===== src/rtl/gpu_mem_arbiter.sv =====
// rtl/gpu_mem_arbiter.sv - round-robin arbiter with a high-priority class, one transaction in flight
// Optional transaction watchdog: define GPU_ARB_TIMEOUT_EN.
module gpu_mem_arbiter #(
  parameter int NUM_REQ        = 8,
  parameter int ADDR_W         = 32,
  parameter int DATA_W         = 32,
  parameter int TIMEOUT_CYCLES = 256,
  localparam int ID_W          = ($clog2(NUM_REQ) > 1) ? $clog2(NUM_REQ) : 1
) (
  input  logic                clk,
  input  logic                rst_n,
  input  logic [NUM_REQ-1:0]  req,
  input  logic [NUM_REQ-1:0]  req_we,
  input  logic [ADDR_W-1:0]   req_addr  [NUM_REQ],
  input  logic [DATA_W-1:0]   req_wdata [NUM_REQ],
  input  logic [NUM_REQ-1:0]  hi_prio,
  output logic [NUM_REQ-1:0]  ack,
  output logic [NUM_REQ-1:0]  err,
  output logic [DATA_W-1:0]   rdata     [NUM_REQ],
  output logic [ID_W-1:0]     grant_id,
  output logic                busy,
  output logic                mem_req,
  output logic                mem_we,
  output logic [ADDR_W-1:0]   mem_addr,
  output logic [DATA_W-1:0]   mem_wdata,
  input  logic [DATA_W-1:0]   mem_rdata,
  input  logic                mem_ack
);

  typedef enum logic [1:0] {S_IDLE, S_BUSY, S_RESP} state_t;

  state_t              state_q;
  logic [ID_W-1:0]     ptr_q;
  logic [ID_W-1:0]     grant_q;
  logic                busy_q;
  logic                mem_req_q;
  logic                mem_we_q;
  logic [ADDR_W-1:0]   mem_addr_q;
  logic [DATA_W-1:0]   mem_wdata_q;
  logic [NUM_REQ-1:0]  ack_q;
  logic [DATA_W-1:0]   rdata_q [NUM_REQ];

  logic [NUM_REQ-1:0]  cand;
  logic [ID_W-1:0]     win_d;
  logic                found;

  // High-priority requesters mask everyone else; scan starts at the rotating pointer.
  always_comb begin
    cand  = (|(req & hi_prio)) ? (req & hi_prio) : req;
    win_d = '0;
    found = 1'b0;
    for (int i = 0; i < NUM_REQ; i++) begin
      logic [ID_W-1:0] idx;
      idx = ID_W'((int'(ptr_q) + i) % NUM_REQ);
      if (!found && cand[idx]) begin
        found = 1'b1;
        win_d = idx;
      end
    end
  end

`ifdef GPU_ARB_TIMEOUT_EN
  localparam int CNT_W = ($clog2(TIMEOUT_CYCLES) > 0) ? $clog2(TIMEOUT_CYCLES) : 1;
  logic [CNT_W-1:0]    cnt_q;
  logic [NUM_REQ-1:0]  err_q;
`else
  if (TIMEOUT_CYCLES < 2) begin : g_timeout_unused
  end
`endif

  always_ff @(posedge clk or negedge rst_n) begin
    if (!rst_n) begin
      state_q     <= S_IDLE;
      ptr_q       <= '0;
      grant_q     <= '0;
      busy_q      <= 1'b0;
      mem_req_q   <= 1'b0;
      mem_we_q    <= 1'b0;
      mem_addr_q  <= '0;
      mem_wdata_q <= '0;
      ack_q       <= '0;
      for (int i = 0; i < NUM_REQ; i++) rdata_q[i] <= '0;
`ifdef GPU_ARB_TIMEOUT_EN
      cnt_q       <= '0;
      err_q       <= '0;
`endif
    end else begin
      ack_q <= '0;
`ifdef GPU_ARB_TIMEOUT_EN
      err_q <= '0;
`endif
      case (state_q)
        S_IDLE: begin
          if (|req) begin
            grant_q     <= win_d;
            mem_req_q   <= 1'b1;
            mem_we_q    <= req_we[win_d];
            mem_addr_q  <= req_addr[win_d];
            mem_wdata_q <= req_wdata[win_d];
            busy_q      <= 1'b1;
            state_q     <= S_BUSY;
`ifdef GPU_ARB_TIMEOUT_EN
            cnt_q       <= '0;
`endif
          end
        end
        S_BUSY: begin
          if (mem_ack) begin
            mem_req_q        <= 1'b0;
            rdata_q[grant_q] <= mem_rdata;
            ack_q[grant_q]   <= 1'b1;
            state_q          <= S_RESP;
          end
`ifdef GPU_ARB_TIMEOUT_EN
          else if (cnt_q == CNT_W'(TIMEOUT_CYCLES - 1)) begin
            mem_req_q        <= 1'b0;
            rdata_q[grant_q] <= '0;
            ack_q[grant_q]   <= 1'b1;
            err_q[grant_q]   <= 1'b1;
            state_q          <= S_RESP;
          end else begin
            cnt_q <= cnt_q + CNT_W'(1);
          end
`endif
        end
        S_RESP: begin
          ptr_q   <= (grant_q == ID_W'(NUM_REQ - 1)) ? '0 : grant_q + ID_W'(1);
          busy_q  <= 1'b0;
          state_q <= S_IDLE;
        end
        default: state_q <= S_IDLE;
      endcase
    end
  end

`ifdef GPU_ARB_TIMEOUT_EN
  assign err = err_q;
`else
  assign err = '0;
`endif

  assign ack       = ack_q;
  assign rdata     = rdata_q;
  assign grant_id  = grant_q;
  assign busy      = busy_q;
  assign mem_req   = mem_req_q;
  assign mem_we    = mem_we_q;
  assign mem_addr  = mem_addr_q;
  assign mem_wdata = mem_wdata_q;

endmodule

===== config.mk =====
export PLATFORM = sky130hd
export DESIGN_NAME = gpu_mem_arbiter
export DESIGN_NICKNAME = d
export VERILOG_FILES = /design/src/rtl/gpu_mem_arbiter.sv
export SDC_FILE = /design/constraint.sdc
export NUM_CORES = 1
export LEC_CHECK = 0
export CAP_MARGIN = 10
export CORE_AREA = 2 2 353 355
export DETAILED_ROUTE_END_ITERATION = 10
export DIE_AREA = 0 0 355 357
export DONT_BUFFER_PORTS = 1
export SYNTH_ARGS = -nofsm -noshare
export SYNTH_HDL_FRONTEND = slang
export SYNTH_SLANG_ARGS = --single-unit

===== constraint.sdc =====
create_clock -name clk -period 8.2 [get_ports clk]
set_input_delay 1.23 -clock clk [delete_from_list [all_inputs] [get_ports clk]]
set_output_delay 1.23 -clock clk [all_outputs]
set_load 0.01 [all_outputs]

==> impl_metrics.ini <==
[worst_setup_path]
cp_common_cell = inv_1
critical_path.endpoint_type = register
cpMaxStageDelayCell = ha_1
timing.critical_path.from_type = register
critPathKind = register to register
worst_ep_arrival_time_ns = 6.92
crit_path_max_incr_delay_ns = 0.80
worst_endpoint_required_time_ns = 8.74
timing.critical_path.fanout_max = 63
worstPathCellList = inv_1 -> ha_1 -> inv_1 -> nand2_1 -> o221ai_1 -> o22ai_1 -> o211a_1 -> o21a_1 -> and4_1 -> nand2_4 -> o211ai_4 -> buf_4 -> a221oi_1 -> nor4_1 -> a211o_1

[grt]
grt_pass1_vias = 21900
maximum_number_of_pins_on_one_net_before_global_route_repair = 340
initial_antenna_violation_count = 15
grt-ovfl-total = 0
grt.total_usage_pct = 19.1
first_pass_grt_wire_length_mm = 177

[timing]
timing.fmax_ghz = 0.157
worst_pin_slew_ns = 1.04
worst_clock_skew_ns = 0.0222
period_share_pct = 77.8
final-hold-violation-count = 0
setup_total_negative_slack_ns = 0
timing.final.crit_period_ns = 6.38
rsz_0062_raised_after_global_routing = no
worst_slew_margin_pct = 29.8
final_setup_violation_count = 0
report.final.slew_viol_count = 0

[routing]
route.final.wire_length_mm = 131
drtAntennaViolNets = 0
first_iter_violations = 3033
first_pass_iters = 8
route.detailed.wl_per_inst_um = 31.8
drt_drc_violations_left = 0
route.detailed.vias_per_inst = 5.77
detailroute.via_count = 23800

[logic_synthesis]
cells_after_synth = 2593
syn_avg_cell_area_um2 = 9.23
synth_enable_flop_cells = 0
number_of_synthesized_register_bits = 339
ys_warn_count = 0
netlist_area_before_placement_um2 = 23900
post_synth_num_cell_types = 69
synth_async_sr_flop_share_pct = 100
seq_area_frac_synth_pct = 35.5
dominantRegCellSynth = dfrtp_1

[floorplan]
row_cnt = 129
die_height_um = 357
floorplan.die.width_um = 355
io_pins = 913
die_area_um2 = 127000
fp.coreArea_um2 = 123000
effective_utilization_at_floorplan_pct = 19.5

[finish]
area_delta_synth_final_pct = 13.4
mostFrequentLayoutCell = nand2_1
nets = 3002
mostFrequentLayoutCells = nand2_1 (421), dfrtp_1 (339), mux2_2 (324), o221ai_1 (197), o22ai_1 (144)
layout-drive-gt1-share_pct = 20.5

[clock_tree]
setup_repair_bufs_after_cts = 0
clock_sink_total = 339
tritoncts = yes
depth_of_the_cts_h_tree = 2
clkSlewWorstSetupHoldPaths_ns = 0.06
tritoncts.num_buffers = 44
cell_at_the_root_of_the_clock_tree = clkbuf_16
cts-root-to-sink-buffers = 3
cts.repair.resized = 0
worstSkewPairLatency_ns = 0.61
hold_buffers = 0

[flow_run]
timing.max_cap.violations = 0

[outcome]
status = complete, no violations

[placement]
dp_hpwl_mm = 94.5
io_buffers = 0
gp_routability_congestion = 0.932

[min_path]
class_of_the_worst_hold_path = primary input to async pin
## metal layers
metal / global-route usage (%) / vias up / wire [µm]
met5: 0 / - / 93
li1: - / 9944 / -
met4: 9.01 / 10 / 7800
met1: 21.7 / 11800 / 46600
met2: 30.3 / 1730 / 58700
met3: 9.19 / 367 / 18000
## registers in the layout (all words and copies together), names as in the netlist
register,flops
ack,8
busy,1
grant_id,3
mem_addr,32
mem_req,1
mem_wdata,32
mem_we,1
ptr_q,3
rdata,256
state_q,2
## per-stage QoR
| step | instances | instance area (µm²) | util, % | hold WS [ns] | worst slack [ns] |
|---|---|---|---|---|---|
| after floorplan | 2600 | 24000 | - | 0.513 | 3.48 |
| after global placement | 4017 | 25600 | 20.8 | 0.532 | 0.901 |
| after detailed placement | 4018 | 25600 | 20.8 | 0.536 | 1.89 |
| after CTS | 4097 | 27100 | 22.0 | 0.262 | 2.04 |
| after global routing | 4124 | 27100 | 22.1 | 0.277 | 1.63 |
| final | 4129 | 27100 | 22.1 | 0.333 | 1.82 |
## critical path, delay by kind of cell (launching register included)
family	cells	cell delay [ns]
compound gates	7	1.87
fa+ha+maj	1	0.80
buf+inv	3	0.88
flops	1	0.60
simple gates	4	2.05
## cell families (layout without fill, tap and decap cells)
family          count (synthesis)  count (layout)  synth area share (%)
other cells                     1              40                0.0157
buf+inv                       305             165                  5.20
mux                           336             336                  15.9
xor+xnor                        4               4                 0.146
simple gates                  736             736                  14.6
fa+ha+maj                       4               4                 0.209
flops                         339             339                  35.5
compound gates                868             868                  28.5
## cell type report
class / count / area [µm²]
clock inverters: 22 / 248
fillers: 13300 / 95900
clock buffers: 57 / 1230
multi-input cells: 1956 / 14400
well taps: 1637 / 2050
diodes: 32 / 80.1
inverters: 20 / 75.1
flip-flops and latches: 339 / 8480
repair buffers: 66 / 558
## path summary, 6_finish.rpt
path | slack, ns | end | cells past startpoint | startpoint
worst min-delay path | 0.33 | rdata[82] | 0 | rst_n
worst max register to register | 1.82 | mem_addr[6] | 15 | ptr_q[0]
worst max-delay path | 1.82 | mem_addr[6] | 15 | ptr_q[0]
worst min register to register | 0.55 | rdata[103] | 2 | rdata[103]
min in group clk | 0.55 | rdata[103] | 2 | rdata[103]
max in group asynchronous | 7.02 | mem_wdata[22] | 0 | rst_n
## cells in the mapped netlist (3+ instances only)
library cell	count	share of area [%]
a211oi_1	65	2.0
inv_1	19	0.30
mux2_2	324	15
nor2_1	15	0.24
nor3_1	8	0.17
dfrtp_1	339	35
o22a_1	65	2.4
a31oi_1	67	1.8
o31ai_1	4	0.13
clkbuf_1	201	3.2
a221oi_1	128	4.7
nor4_1	66	1.7
o32ai_1	14	0.51
mux2_1	5	0.24
nand2b_1	5	0.13
ha_1	4	0.21
a211o_1	65	2.4
a21oi_1	3	0.063
a31o_2	3	0.11
xor2_1	3	0.11
mux2i_1	5	0.21
a21o_1	3	0.094
a41oi_1	6	0.22
or3_1	132	3.5
a22oi_4	4	0.36
nor2b_1	65	1.7
buf_4	8	0.25
o22ai_1	144	3.8
clkbuf_2	7	0.15
nand2_1	425	6.7
nand3_1	5	0.10
o21ai_0	74	1.5
buf_1	25	0.39
or2_2	3	0.078
buf_2	43	0.90
o221ai_1	197	7.2
Power is left out: the tool's default activity adds up to more than one toggle a clock period on the data nets, which glitch-free logic cannot reach.
